===== src/rtl/axilite_master_if.sv =====
// AXI-Lite bus bundle with master and slave views.
interface axilite #(
    parameter int ADDR_WIDTH = 8,
    parameter int DATA_WIDTH = 32
);
    logic [ADDR_WIDTH-1:0]   awaddr;
    logic                    awvalid;
    logic                    awready;
    logic [DATA_WIDTH-1:0]   wdata;
    logic [DATA_WIDTH/8-1:0] wstrb;
    logic                    wvalid;
    logic                    wready;
    logic [1:0]              bresp;
    logic                    bvalid;
    logic                    bready;
    logic [ADDR_WIDTH-1:0]   araddr;
    logic                    arvalid;
    logic                    arready;
    logic [DATA_WIDTH-1:0]   rdata;
    logic [1:0]              rresp;
    logic                    rvalid;
    logic                    rready;

    modport master (
        output awaddr, awvalid, wdata, wstrb, wvalid, bready, araddr, arvalid, rready,
        input  awready, wready, bvalid, bresp, arready, rvalid, rdata, rresp
    );
    modport slave (
        input  awaddr, awvalid, wdata, wstrb, wvalid, bready, araddr, arvalid, rready,
        output awready, wready, bvalid, bresp, arready, rvalid, rdata, rresp
    );
endinterface


===== src/rtl/axilite_master.sv =====
// Single-outstanding AXI-Lite master: one command in, one completion out,
// with a saturating error counter and a sticky (non-aborting) watchdog.
module axilite_master #(
    parameter int DATA_WIDTH     = 32,
    parameter int ADDR_WIDTH     = 8,
    parameter int TIMEOUT_CYCLES = 1024
) (
    input  logic                    m_axi_aclk,
    input  logic                    m_axi_areset,
    input  logic                    cmd_valid,
    output logic                    cmd_ready,
    input  logic                    cmd_write,
    input  logic [ADDR_WIDTH-1:0]   cmd_addr,
    input  logic [DATA_WIDTH-1:0]   cmd_wdata,
    input  logic [DATA_WIDTH/8-1:0] cmd_wstrb,
    output logic                    rsp_valid,
    input  logic                    rsp_ready,
    output logic                    rsp_write,
    output logic [DATA_WIDTH-1:0]   rsp_rdata,
    output logic [1:0]              rsp_resp,
    output logic [15:0]             err_cnt,
    output logic                    timeout,
    axilite.master                  __m_axilite
);
    localparam int              WD_W    = $clog2(TIMEOUT_CYCLES + 1);
    localparam logic [WD_W-1:0] WD_MAX  = WD_W'(TIMEOUT_CYCLES);
    localparam logic [WD_W-1:0] WD_LAST = WD_W'(TIMEOUT_CYCLES - 1);

    typedef enum logic [2:0] {IDLE, WR, WB, RA, RD, RSP} state_t;

    state_t                  r_state;
    logic                    r_cmd_ready;
    logic                    r_write;
    logic [ADDR_WIDTH-1:0]   r_addr;
    logic [DATA_WIDTH-1:0]   r_wdata;
    logic [DATA_WIDTH/8-1:0] r_wstrb;
    logic                    r_awvalid, r_wvalid, r_bready, r_arvalid, r_rready;
    logic                    r_rsp_valid, r_rsp_write;
    logic [DATA_WIDTH-1:0]   r_rsp_rdata;
    logic [1:0]              r_rsp_resp;
    logic [15:0]             r_err_cnt;
    logic                    r_timeout;
    logic [WD_W-1:0]         r_wdog;

    logic w_waiting, w_aw_done, w_w_done;

    assign w_waiting = (r_state == WR) || (r_state == WB) || (r_state == RA) || (r_state == RD);
    // A channel counts as done if it already handshook or handshakes this cycle.
    assign w_aw_done = !r_awvalid || __m_axilite.awready;
    assign w_w_done  = !r_wvalid  || __m_axilite.wready;

    function automatic logic [15:0] f_err_next(input logic [15:0] cnt, input logic [1:0] resp);
        return ((resp != 2'b00) && (cnt != 16'hFFFF)) ? cnt + 16'd1 : cnt;
    endfunction

    always_ff @(posedge m_axi_aclk or posedge m_axi_areset) begin
        if (m_axi_areset) begin
            r_state     <= IDLE;
            r_cmd_ready <= 1'b0;
            r_write     <= 1'b0;
            r_addr      <= '0;
            r_wdata     <= '0;
            r_wstrb     <= '0;
            r_awvalid   <= 1'b0;
            r_wvalid    <= 1'b0;
            r_bready    <= 1'b0;
            r_arvalid   <= 1'b0;
            r_rready    <= 1'b0;
            r_rsp_valid <= 1'b0;
            r_rsp_write <= 1'b0;
            r_rsp_rdata <= '0;
            r_rsp_resp  <= 2'b00;
            r_err_cnt   <= '0;
            r_timeout   <= 1'b0;
            r_wdog      <= '0;
        end else begin
            // Watchdog only flags; the transaction keeps waiting regardless.
            if (w_waiting) begin
                if (r_wdog != WD_MAX) r_wdog <= r_wdog + 1'b1;
                if (r_wdog == WD_LAST) r_timeout <= 1'b1;
            end else begin
                r_wdog <= '0;
            end

            case (r_state)
                IDLE: begin
                    if (r_cmd_ready && cmd_valid) begin
                        r_cmd_ready <= 1'b0;
                        r_write     <= cmd_write;
                        r_addr      <= cmd_addr;
                        r_wdata     <= cmd_wdata;
                        r_wstrb     <= cmd_wstrb;
                        if (cmd_write) begin
                            r_state   <= WR;
                            r_awvalid <= 1'b1;
                            r_wvalid  <= 1'b1;
                        end else begin
                            r_state   <= RA;
                            r_arvalid <= 1'b1;
                        end
                    end else begin
                        r_cmd_ready <= 1'b1;
                    end
                end
                WR: begin
                    if (r_awvalid && __m_axilite.awready) r_awvalid <= 1'b0;
                    if (r_wvalid && __m_axilite.wready)   r_wvalid  <= 1'b0;
                    if (w_aw_done && w_w_done) begin
                        r_state  <= WB;
                        r_bready <= 1'b1;
                        r_wdog   <= '0;
                    end
                end
                WB: begin
                    if (__m_axilite.bvalid) begin
                        r_bready    <= 1'b0;
                        r_rsp_valid <= 1'b1;
                        r_rsp_write <= r_write;
                        r_rsp_rdata <= '0;
                        r_rsp_resp  <= __m_axilite.bresp;
                        r_err_cnt   <= f_err_next(r_err_cnt, __m_axilite.bresp);
                        r_state     <= RSP;
                        r_wdog      <= '0;
                    end
                end
                RA: begin
                    if (__m_axilite.arready) begin
                        r_arvalid <= 1'b0;
                        r_rready  <= 1'b1;
                        r_state   <= RD;
                        r_wdog    <= '0;
                    end
                end
                RD: begin
                    if (__m_axilite.rvalid) begin
                        r_rready    <= 1'b0;
                        r_rsp_valid <= 1'b1;
                        r_rsp_write <= r_write;
                        r_rsp_rdata <= __m_axilite.rdata;
                        r_rsp_resp  <= __m_axilite.rresp;
                        r_err_cnt   <= f_err_next(r_err_cnt, __m_axilite.rresp);
                        r_state     <= RSP;
                        r_wdog      <= '0;
                    end
                end
                RSP: begin
                    if (rsp_ready) begin
                        r_rsp_valid <= 1'b0;
                        r_cmd_ready <= 1'b1;
                        r_state     <= IDLE;
                    end
                end
                default: r_state <= IDLE;
            endcase
        end
    end

    assign cmd_ready = r_cmd_ready;
    assign rsp_valid = r_rsp_valid;
    assign rsp_write = r_rsp_write;
    assign rsp_rdata = r_rsp_rdata;
    assign rsp_resp  = r_rsp_resp;
    assign err_cnt   = r_err_cnt;
    assign timeout   = r_timeout;

    assign __m_axilite.awaddr  = r_addr;
    assign __m_axilite.awvalid = r_awvalid;
    assign __m_axilite.wdata   = r_wdata;
    assign __m_axilite.wstrb   = r_wstrb;
    assign __m_axilite.wvalid  = r_wvalid;
    assign __m_axilite.bready  = r_bready;
    assign __m_axilite.araddr  = r_addr;
    assign __m_axilite.arvalid = r_arvalid;
    assign __m_axilite.rready  = r_rready;
endmodule


===== src/flat_wrapper.sv =====
// flat-port wrapper written by rule: the top's interface ports become plain ports
module axilite_master_flat 
#(
    parameter int DATA_WIDTH     = 32,
    parameter int ADDR_WIDTH     = 8,
    parameter int TIMEOUT_CYCLES = 1024
)
  (m_axi_aclk, m_axi_areset, cmd_valid, cmd_ready, cmd_write, cmd_addr, cmd_wdata, cmd_wstrb, rsp_valid, rsp_ready, rsp_write, rsp_rdata, rsp_resp, err_cnt, timeout, __m_axilite_awaddr, __m_axilite_awvalid, __m_axilite_wdata, __m_axilite_wstrb, __m_axilite_wvalid, __m_axilite_bready, __m_axilite_araddr, __m_axilite_arvalid, __m_axilite_rready, __m_axilite_awready, __m_axilite_wready, __m_axilite_bvalid, __m_axilite_bresp, __m_axilite_arready, __m_axilite_rvalid, __m_axilite_rdata, __m_axilite_rresp);
  axilite #(.ADDR_WIDTH(ADDR_WIDTH), .DATA_WIDTH(DATA_WIDTH)) __m_axilite_i ();
  input  logic m_axi_aclk;
  input  logic m_axi_areset;
  input  logic cmd_valid;
  output logic cmd_ready;
  input  logic cmd_write;
  input  logic [ADDR_WIDTH-1:0] cmd_addr;
  input  logic [DATA_WIDTH-1:0] cmd_wdata;
  input  logic [DATA_WIDTH/8-1:0] cmd_wstrb;
  output logic rsp_valid;
  input  logic rsp_ready;
  output logic rsp_write;
  output logic [DATA_WIDTH-1:0] rsp_rdata;
  output logic [1:0] rsp_resp;
  output logic [15:0] err_cnt;
  output logic timeout;
  output wire logic [$bits(__m_axilite_i.awaddr)-1:0] __m_axilite_awaddr;
  output wire logic [$bits(__m_axilite_i.awvalid)-1:0] __m_axilite_awvalid;
  output wire logic [$bits(__m_axilite_i.wdata)-1:0] __m_axilite_wdata;
  output wire logic [$bits(__m_axilite_i.wstrb)-1:0] __m_axilite_wstrb;
  output wire logic [$bits(__m_axilite_i.wvalid)-1:0] __m_axilite_wvalid;
  output wire logic [$bits(__m_axilite_i.bready)-1:0] __m_axilite_bready;
  output wire logic [$bits(__m_axilite_i.araddr)-1:0] __m_axilite_araddr;
  output wire logic [$bits(__m_axilite_i.arvalid)-1:0] __m_axilite_arvalid;
  output wire logic [$bits(__m_axilite_i.rready)-1:0] __m_axilite_rready;
  input wire logic [$bits(__m_axilite_i.awready)-1:0] __m_axilite_awready;
  input wire logic [$bits(__m_axilite_i.wready)-1:0] __m_axilite_wready;
  input wire logic [$bits(__m_axilite_i.bvalid)-1:0] __m_axilite_bvalid;
  input wire logic [$bits(__m_axilite_i.bresp)-1:0] __m_axilite_bresp;
  input wire logic [$bits(__m_axilite_i.arready)-1:0] __m_axilite_arready;
  input wire logic [$bits(__m_axilite_i.rvalid)-1:0] __m_axilite_rvalid;
  input wire logic [$bits(__m_axilite_i.rdata)-1:0] __m_axilite_rdata;
  input wire logic [$bits(__m_axilite_i.rresp)-1:0] __m_axilite_rresp;
  assign __m_axilite_awaddr = __m_axilite_i.awaddr;
  assign __m_axilite_awvalid = __m_axilite_i.awvalid;
  assign __m_axilite_wdata = __m_axilite_i.wdata;
  assign __m_axilite_wstrb = __m_axilite_i.wstrb;
  assign __m_axilite_wvalid = __m_axilite_i.wvalid;
  assign __m_axilite_bready = __m_axilite_i.bready;
  assign __m_axilite_araddr = __m_axilite_i.araddr;
  assign __m_axilite_arvalid = __m_axilite_i.arvalid;
  assign __m_axilite_rready = __m_axilite_i.rready;
  assign __m_axilite_i.awready = __m_axilite_awready;
  assign __m_axilite_i.wready = __m_axilite_wready;
  assign __m_axilite_i.bvalid = __m_axilite_bvalid;
  assign __m_axilite_i.bresp = __m_axilite_bresp;
  assign __m_axilite_i.arready = __m_axilite_arready;
  assign __m_axilite_i.rvalid = __m_axilite_rvalid;
  assign __m_axilite_i.rdata = __m_axilite_rdata;
  assign __m_axilite_i.rresp = __m_axilite_rresp;
  axilite_master #(.DATA_WIDTH(DATA_WIDTH), .ADDR_WIDTH(ADDR_WIDTH), .TIMEOUT_CYCLES(TIMEOUT_CYCLES)) u_core (.m_axi_aclk(m_axi_aclk), .m_axi_areset(m_axi_areset), .cmd_valid(cmd_valid), .cmd_ready(cmd_ready), .cmd_write(cmd_write), .cmd_addr(cmd_addr), .cmd_wdata(cmd_wdata), .cmd_wstrb(cmd_wstrb), .rsp_valid(rsp_valid), .rsp_ready(rsp_ready), .rsp_write(rsp_write), .rsp_rdata(rsp_rdata), .rsp_resp(rsp_resp), .err_cnt(err_cnt), .timeout(timeout), .__m_axilite(__m_axilite_i));
endmodule

===== config.mk =====
export PLATFORM = sky130hd
export DESIGN_NAME = axilite_master_flat
export DESIGN_NICKNAME = d
export VERILOG_FILES = /design/src/rtl/axilite_master_if.sv /design/src/rtl/axilite_master.sv /design/src/flat_wrapper.sv
export SDC_FILE = /design/constraint.sdc
export NUM_CORES = 1
export LEC_CHECK = 0
export CAP_MARGIN = 25
export CELL_PAD_IN_SITES_DETAIL_PLACEMENT = 1
export CELL_PAD_IN_SITES_GLOBAL_PLACEMENT = 2
export CORE_UTILIZATION = 27
export DETAILED_ROUTE_END_ITERATION = 12
export PLACE_DENSITY_LB_ADDON = 0.1
export SYNTH_ARGS = -nofsm -noshare
export SYNTH_HDL_FRONTEND = slang
export SYNTH_SLANG_ARGS = --single-unit

===== constraint.sdc =====
create_clock -name m_axi_aclk -period 5 [get_ports m_axi_aclk]
set_input_delay 1 -clock m_axi_aclk [delete_from_list [all_inputs] [get_ports m_axi_aclk]]
set_output_delay 1 -clock m_axi_aclk [all_outputs]
set_load 0.05 [all_outputs]

==> results.md, run 1 <==
- Post-CTS sizing: 0
- Worst path cell trace: clkdlybuf4s50_1 > and4bb_1 > buf_4 > a31oi_4 > or4_1 > nor4_1 > xor2_1
- Endpoints failing setup: 0
- Worst Path Max Fanout: 26
- Grt ovf: 0
- Distinct cell type count after synthesis: 40
- Synth Instances: between 400 and 500
- Top routing layer used: met4
- Final slew viol count: 0
- Rows: just under 50
- # Post-CTS Setup Buffers: 0
- Headroom to the max-slew limit: 0.481
- CTS tree: done
- Hold buffers post-CTS: 0
- Hold_sp: u_core.timeout
- Post-Syn Area: around 5000 um^2
- Peak VDD IR: 0.381 mV
- Worst-path clk slew: about 0.060 ns
- Worst Path Buf+Inv: 2
- Fraction of layout cells with a size suffix above 1: 0.153
- Tightest Pin Transition: a little under 0.8 ns
- Placed cell area: approximately 7200 um^2
- Fin crit share: 0.656
- Reg power frac: 0.268
- RR Startpoint: u_core.r_state[2]
- Cell count of the worst reg-to-reg path: 5
- Largest net degree at the start of global routing: slightly below 80
- # diodes: 0
- Gate power share: 0.501
- Outcome: finished clean
- Primary FF master, synth: dfrtp_1
- Detail Placement HPWL: roughly 11000 um
- Area grow syn2layout: 58.6%
- Core region area: 18000 um^2
- Gr usage total: 0.161
- Detail Route met3 WL: 1440 um
- Critical path required time: ~5.3 ns
- Num CTS Buffers: 17
- Root Buffer Master: clkbuf_16
- CTS Buffer Depth: 2
- Post-Layout Cell Count: approximately 850
- Top Family by Delay on Critical Path: simple AND/OR/NAND/NOR gates
- Avg Inst Size Synth: about 12 um^2
- Hold path cells: 1
- Max cap viols: 0
- Post-placement cell count: 816
- Hold crit path type: flop to flop
- Yosys warns: 0
- End of the worst hold path: u_core.timeout
- Final min period: between 3 and 4 ns
- Critical path launch point type: input port
- Die Wd: 137 um
- DRT antenna net count: 0
- Worst setup EP type: flop
- Number of DRC markers in iteration 0: between 150 and 200
- Async SR Flop Fraction: 1.00
- Drt total wl: about 15000 um
- Crit-path slowest cell: or4_1
- Commonest non-fill, non-tap cell in the layout: clkdlybuf4s50_1
- Antenna violations before repair: 0
- Die area: between 15000 and 20000 um^2
- DR vias/cell: approximately 4.6
- CP Class: input port to flop
- CTS HTree Levels: 4
- Power share of the clock group: 0.232
- # DRC: 0
- Via count: 3934
- Synthesized net count: between 500 and 600
- Worst reg2reg path endpoint: u_core.err_cnt[9]
- Design Power: approximately 6 mW
- Fin Setup TNS: 0 ns
- RD Place Congestion: just under 0.8
- CP Data Arrival Time: 3.62 ns
- Die height: 137 um
- Clock Skew: 0.00986 ns
- Sw Ratio: 0.439
- Most frequent cells in the layout: 200 x clkdlybuf4s50_1, 118 x dfrtp_1, 50 x mux2_2
- R2R setup slack: between 1.5 and 2 ns
- Port Buffers: 200
- First-pass GRT wire length: 22500 um
- Pre-antenna DRT Iters: 4
- CP peak stage delay: 0.85 ns
- Switching power: approximately 2.6 mW
- Leakage: between 3 and 4 nW
- Met2 routed WL: roughly 7300 um
- Final Hold Viols: 0
- Vias in the first global route: around 4200
- Fill cells: 1911
- DR WL/cell: 17.3 um
- EDFF count, synth: 0
- Pwr Density: roughly 750 nW/um^2
- IO Pins: about 200
- Post-route cell area: just under 8000 um^2
- Fmax: approximately 0.30 GHz
- Met1 Wirelength: between 5000 and 6000 um
- RSZ-0062 raised after global routing: false
- Total clock sinks: around 120
- Worst-Skew Late Latency: 0.42 ns
- Fin nets: 700
- Synthesized flop and latch total: between 100 and 150
- Initial core utilization: 0.275
- Sequential share of the synthesized area: 0.597
- Int Power: approximately 3.3 mW
power by group through the flow:
stage / sequential (mW) / combinational, mW / clock (mW)
2_1_floorplan: 2.72 / 0.836 / 0
3_3_place_gp: 1.58 / 2.95 / 0
3_5_place_dp: 1.60 / 2.98 / 0
4_1_cts: 1.59 / 2.99 / 1.40
5_1_grt: 1.64 / 3.11 / 1.44
6_report: 1.58 / 2.96 / 1.37
cell families (layout without fill, tap and decap cells):
family | count (synthesis) | count (layout) | share of synthesized area
flip-flops | 118 | 118 | 0.597
AND/OR/NAND/NOR | 107 | 107 | 0.106
AO/OA/AOI/OAI | 61 | 61 | 0.0860
multiplexers | 53 | 53 | 0.120
buffers and inverters | 43 | 255 | 0.0423
XOR/XNOR | 23 | 23 | 0.0407
adder cells (fa/ha/maj) | 3 | 3 | 0.00759
metrics by stage:
step                       util  setup slack [ns]  hold WS [ns]
final                     0.437              1.72         0.483
after global routing      0.437              1.62         0.515
after CTS                 0.435              1.71         0.493
after detailed placement  0.398              1.28         0.480
after global placement    0.398              1.41         0.462
after floorplan               -             0.871         0.477
final cells by class:
cell class                      instances  area, um^2  share of cell area
Clock buffer                           24         492              0.0627
Clock inverter                          8         168              0.0214
Inverter                               15        58.8             0.00750
Multi-Input combinational cell        247        1800               0.230
Sequential cell                       118        2950               0.376
Tap cell                              229         287              0.0365
Timing Repair Buffer                  208        2080               0.265
per-layer routing:
| metal | track usage | vias up |
|---|---|---|
| met5 | 0 | - |
| met1 | 0.184 | 1965 |
| met2 | 0.258 | 135 |
| li1 | - | 1816 |
| met3 | 0.0747 | 18 |
| met4 | 0.0647 | 0 |
sequential cells by signal, summed over array words and instances, names as in the netlist:
| signal | flops |
|---|---|
| u_core.__m_axilite.arvalid | 1 |
| u_core.__m_axilite.araddr | 8 |
| u_core.timeout | 1 |
| u_core.__m_axilite.bready | 1 |
| u_core.rsp_write | 1 |
| u_core.cmd_ready | 1 |
| u_core.r_state | 3 |
| u_core.rsp_valid | 1 |
| u_core.rsp_resp | 2 |
| u_core.r_write | 1 |
| u_core.__m_axilite.wvalid | 1 |
| u_core.__m_axilite.wdata | 32 |
| u_core.r_wdog | 11 |
| u_core.rsp_rdata | 32 |
| u_core.err_cnt | 16 |
| u_core.__m_axilite.awvalid | 1 |
| u_core.__m_axilite.wstrb | 4 |
| u_core.__m_axilite.rready | 1 |
Yosys cell counts, drive strengths merged, types with 11 or more instances:
cell	n	area, um^2
dfrtp	118	2950
mux2	50	563
nand2	40	150
a22o	25	219
nor2	21	78.8
inv	15	56.3
buf	14	100
clkbuf	14	52.6
o21ai	14	70.1
xor2	14	123
nand3	11	55.1
nor3	11	70.1
how the worst max path moves through the flow:
stage | depth (start not counted) | start | slack, ns | end
6_report | 7 | __m_axilite_rvalid | 1.72 | u_core.err_cnt[9]
5_1_grt | 7 | __m_axilite_rvalid | 1.62 | u_core.err_cnt[9]
4_1_cts | 7 | __m_axilite_rvalid | 1.71 | u_core.err_cnt[9]
3_5_place_dp | 7 | __m_axilite_rvalid | 1.28 | u_core.err_cnt[9]
3_3_place_gp | 7 | __m_axilite_rvalid | 1.41 | u_core.err_cnt[9]
2_1_floorplan | 1 | m_axi_areset | 0.87 | u_core.__m_axilite.araddr[0]
(Power assumes the default switching activity.)
==> inputs of run 2 (changes only) <==
==> constraint.sdc (replaced) <==
create_clock -name m_axi_aclk -period 3.4 [get_ports m_axi_aclk]
set_input_delay 0.68 -clock m_axi_aclk [delete_from_list [all_inputs] [get_ports m_axi_aclk]]
set_output_delay 0.68 -clock m_axi_aclk [all_outputs]
set_load 0.05 [all_outputs]
==> results.md, run 2 (same netlist as run 1, synthesis figures left out) <==
- Rows: 49
- Area grow syn2layout: 57.8%
- Post-CTS sizing: 0
- Worst Path Max Fanout: 14
- Core region area: ~18000 um^2
- Commonest non-fill, non-tap cell in the layout: clkdlybuf4s50_1
- Port Buffers: 200
- Outcome: finished clean
- First-pass GRT wire length: between 20000 and 25000 um
- Hold buffers post-CTS: 0
- Headroom to the max-slew limit: 0.534
- Peak VDD IR: 0.657 mV
- DR WL/cell: ~17 um
- CTS HTree Levels: 4
- CTS Buffer Depth: 2
- IO Pins: about 200
- CP Class: flop to flop
- Number of DRC markers in iteration 0: 83
- # diodes: 0
- Critical path required time: ~3.8 ns
- Worst setup EP type: flop
- Clock Skew: between 0.006 and 0.007 ns
- Endpoints failing setup: 0
- Leakage: between 3 and 4 nW
- Pwr Density: ~1100 nW/um^2
- DRT antenna net count: 0
- Fraction of layout cells with a size suffix above 1: 0.161
- Initial core utilization: 0.275
- Worst-Skew Late Latency: 0.42 ns
- Vias in the first global route: 4159
- RSZ-0062 raised after global routing: false
- Die area: 18900 um^2
- Worst-path clk slew: around 0.060 ns
- Hold crit path type: flop to flop
- Detail Placement HPWL: around 11000 um
- Root Buffer Master: clkbuf_16
- Die Wd: between 100 and 150 um
- Final min period: around 2.8 ns
- RD Place Congestion: 0.723
- Fmax: around 0.36 GHz
- Via count: approximately 4000
- Fin nets: about 700
- CTS tree: done
- Total clock sinks: between 100 and 150
- Critical path launch point type: flop
- Num CTS Buffers: 17
- Largest net degree at the start of global routing: 46
- Antenna violations before repair: 0
- Gr usage total: 0.161
- Die height: between 100 and 150 um
- Post-route cell area: roughly 7800 um^2
- Met3 GRT Util: 0.0773
- Grt met2 use: 0.249
- Met1 GRT Util: 0.190
- Most frequent cells in the layout: 200 x clkdlybuf4s50_1, 118 x dfrtp_1, 50 x mux2_2
- Layer with the highest usage: met2
- Fin crit share: 0.812
- DR vias/cell: approximately 4.6
- # DRC: 0
- Pre-antenna DRT Iters: 4
- Placed cell area: 7190 um^2
- Fin Setup TNS: 0 ns
- CP Data Arrival Time: a little over 3 ns
- Max cap viols: 0
- # Post-CTS Setup Buffers: 0
- Drt total wl: between 10000 and 15000 um
- Final slew viol count: 0
- Final Hold Viols: 0
- Fill cells: 1924
- Grt ovf: 0
- Tightest Pin Transition: 0.698 ns
-- run 2: cell count changes in the layout (fill, tap and decap cells not counted), sizes merged --
| cell | change |
|---|---|
| bufinv | -2 |
| buf | +2 |
| inv | -1 |
| clkinv | +5 |
| clkbuf | -5 |
| clkinvlp | +3 |
-- run 2: path summary, 6_finish.rpt --
check / startpoint / to / slack (ns) / cells after the start
worst max-delay path: u_core.r_state[1] / u_core.err_cnt[9] / 0.64 / 5
worst min-delay path: u_core.rsp_resp[0] / u_core.rsp_resp[0] / 0.49 / 2
worst max register to register: u_core.r_state[1] / u_core.err_cnt[9] / 0.64 / 5
worst min register to register: u_core.rsp_resp[0] / u_core.rsp_resp[0] / 0.49 / 2
max in group asynchronous: m_axi_areset / u_core.err_cnt[5] / 1.93 / 3
min in group asynchronous: m_axi_areset / u_core.__m_axilite.wdata[5] / 0.71 / 2
-- run 2: power breakdown --
part / internal, mW / switching, mW / total (mW)
registers: 1.94 / 0.386 / 2.32
logic: 1.56 / 2.79 / 4.35
clock network: 1.18 / 0.657 / 1.84
-- run 2: final cells by class --
| type | count | area [um^2] | area share |
|---|---|---|---|
| flip-flops and latches | 118 | 2950 | 0.379 |
| clock buffers | 19 | 453 | 0.0581 |
| multi-input cells | 247 | 1800 | 0.231 |
| repair buffers | 210 | 2090 | 0.268 |
| clock inverters | 13 | 155 | 0.0199 |
| well taps | 229 | 287 | 0.0367 |
| inverters | 15 | 60.1 | 0.00770 |
-- run 2: per-layer routing --
layer | vias to the layer above | wire length (um)
li1 | 1827 | -
met1 | 1930 | 5820
met2 | 136 | 7220
met3 | 25 | 1280
met4 | 0 | 380
met5 | - | 0
-- run 2: critical path, stage by stage (launching register included) --
cell and delay, ns:
dfrtp_1 0.63, nor2b_1 0.49, a31oi_4 0.16, or4_1 0.83
nor4_1 0.41, xor2_1 0.17
-- run 2: metrics by stage --
stage	instances	utilization	worst slack, ns	hold slack (ns)	power, mW
6_report	851	0.434	0.641	0.486	8.52
3_3_place_gp	819	0.400	0.349	0.461	6.68
5_1_grt	851	0.434	0.468	0.510	8.96
2_1_floorplan	408	-	1.12	0.477	5.23
3_5_place_dp	819	0.400	0.328	0.473	6.74
4_1_cts	851	0.434	0.613	0.490	8.65
==> inputs of run 3 (changes only) <==
--- a/config.mk
+++ b/config.mk
@@ -8,7 +8,7 @@
 export CAP_MARGIN = 25
 export CELL_PAD_IN_SITES_DETAIL_PLACEMENT = 1
 export CELL_PAD_IN_SITES_GLOBAL_PLACEMENT = 2
-export CORE_UTILIZATION = 27
+export CORE_UTILIZATION = 24
 export DETAILED_ROUTE_END_ITERATION = 12
 export PLACE_DENSITY_LB_ADDON = 0.1
 export SYNTH_ARGS = -nofsm -noshare
==> constraint.sdc (replaced) <==
create_clock -name m_axi_aclk -period 2.35 [get_ports m_axi_aclk]
set_input_delay 0.47 -clock m_axi_aclk [delete_from_list [all_inputs] [get_ports m_axi_aclk]]
set_output_delay 0.47 -clock m_axi_aclk [all_outputs]
set_load 0.05 [all_outputs]
==> results.md, run 3 (same netlist as run 1, synthesis figures left out) <==
- Fin crit share: 0.949
- Fraction of layout cells with a size suffix above 1: 0.174
- DRT antenna net count: 0
- Die Wd: approximately 150 um
- Final slew viol count: 0
- Area grow syn2layout: 61.9%
- Critical path launch point type: input port
- Port Buffers: 200
- RR Startpoint: u_core.r_state[0]
- Total clock sinks: 118
- Worst Path Max Fanout: 12
- Fin nets: 711
- Commonest non-fill, non-tap cell in the layout: clkdlybuf4s50_1
- Clock Skew: 0.0137 ns
- Most frequent cells in the layout: 200 x clkdlybuf4s50_1, 118 x dfrtp_1, 50 x mux2_2
- Worst setup EP type: flop
- CTS HTree Levels: 4
- Die area: between 20000 and 25000 um^2
- Final Hold Viols: 0
- Worst reg2reg path endpoint: u_core.err_cnt[9]
- Int Power: between 7 and 8 mW
- Outcome: finished clean
- Vias in the first global route: about 4400
- First-pass GRT wire length: approximately 25000 um
- IO Pins: 201
- Via count: approximately 4000
- Endpoints failing setup: 0
- RSZ-0062 raised after global routing: false
- # DRC: 0
- Cell count of the worst reg-to-reg path: 6
- Switching power: approximately 5.7 mW
- Number of DRC markers in iteration 0: ~110
- Gate power share: 0.510
- Grt ovf: 0
- Die height: approximately 150 um
- Worst-Skew Late Latency: 0.42 ns
- Worst-path clk slew: 0.06 ns
- Post-CTS sizing: 0
- Critical path required time: about 2.7 ns
- Pwr Density: approximately 1600 nW/um^2
- DR vias/cell: 4.40
- DR WL/cell: 16.9 um
- Root Buffer Master: clkbuf_16
- Worst path cell trace: clkdlybuf4s50_1 > and4bb_1 > a31oi_4 > or4_1 > buf_4 > nor4_1 > xor2_1
- Tightest Pin Transition: just under 0.6 ns
- RD Place Congestion: 0.720
- Max cap viols: 0
- Initial core utilization: 0.244
- CP Class: input port to flop
- Leakage: between 3 and 4 nW
- Hold crit path type: input port to asynchronous set/reset pin
- Power share of the clock group: 0.231
- CP Data Arrival Time: approximately 2.6 ns
- Hold buffers post-CTS: 0
- Headroom to the max-slew limit: 0.610
- Drt total wl: approximately 15000 um
- Detail Placement HPWL: approximately 11000 um
- CTS Buffer Depth: 2
- Crit-path slowest cell: or4_1
- Rows: 52
- # diodes: 0
- Hold slack final: roughly 0.38 ns
- Sw Ratio: 0.445
- Largest net degree at the start of global routing: between 40 and 50
- Pre-antenna DRT Iters: 4
- # Post-CTS Setup Buffers: 0
- Final min period: roughly 2.2 ns
- Num CTS Buffers: 17
- Peak VDD IR: 0.848 mV
- CP peak stage delay: ~0.53 ns
- R2R setup slack: approximately 0.18 ns
- Gr usage total: 0.151
- Fmax: between 0.4 and 0.5 GHz
- Reg power frac: 0.259
- Final core occ: 0.396
- Core region area: between 20000 and 25000 um^2
- CTS tree: done
- Antenna violations before repair: 1
## run 3: cell types whose count changed in the layout (fill, tap and decap cells not counted)
cell	delta
clkinv_2	-4
inv_6	+2
bufinv_16	+2
nor4_1	-1
clkinvlp_4	-1
nor4_2	+1
clkinv_4	+2
buf_4	+7
clkbuf_8	-1
buf_12	+2
## run 3: worst max-delay path, delay by kind of cell
kind | cells | cell delay [ns]
compound gates | 1 | 0.06
xor+xnor | 1 | 0.19
buf+inv | 2 | 0.73
simple gates | 3 | 1.12
## run 3: power by group through the flow
stage / logic [mW] / clock network, mW / registers, mW
floorplan: 1.78 / 0 / 5.78
global placement: 6.48 / 0 / 3.29
detailed placement: 6.53 / 0 / 3.32
CTS: 6.56 / 3.02 / 3.30
global route: 6.79 / 3.11 / 3.41
finish: 6.48 / 2.94 / 3.29
## run 3: layout make-up
cell class,count,area (um^2)
clock buffers,18,439
clock inverters,14,223
fillers,2139,12200
inverters,15,60.1
multi-input cells,247,1810
flip-flops and latches,118,2950
well taps,270,338
repair buffers,219,2180
## run 3: layer usage
metal / global-route usage / vias to the layer above / wire length [um]
met5: 0 / - / 0
met4: 0.0537 / 0 / 196
met3: 0.0668 / 13 / 1310
met2: 0.248 / 126 / 7490
met1: 0.174 / 1983 / 6270
li1: - / 1846 / -
## run 3: stage by stage
stage	power (mW)	cell area, um^2	setup slack (ns)	setup TNS [ns]	instances
3_5_place_dp	9.85	7340	-0.342	-2.88	869
2_1_floorplan	7.56	4950	0.139	0	408
3_3_place_gp	9.77	7340	-0.243	-2.10	869
5_1_grt	13.3	8010	0.0227	0	901
6_report	12.7	8010	0.121	0	901
4_1_cts	12.9	8000	0.102	0	901
## run 3: how the worst max path moves through the flow
stage / from / endpoint / slack [ns] / depth (start not counted)
floorplan: u_core.err_cnt[0] / u_core.err_cnt[7] / 0.14 / 8
global placement: __m_axilite_rvalid / u_core.err_cnt[9] / -0.24 / 7
detailed placement: __m_axilite_rvalid / u_core.err_cnt[11] / -0.34 / 7
CTS: __m_axilite_rvalid / u_core.err_cnt[11] / 0.10 / 7
global route: __m_axilite_rvalid / u_core.err_cnt[10] / 0.02 / 7
finish: __m_axilite_rvalid / u_core.err_cnt[9] / 0.12 / 7
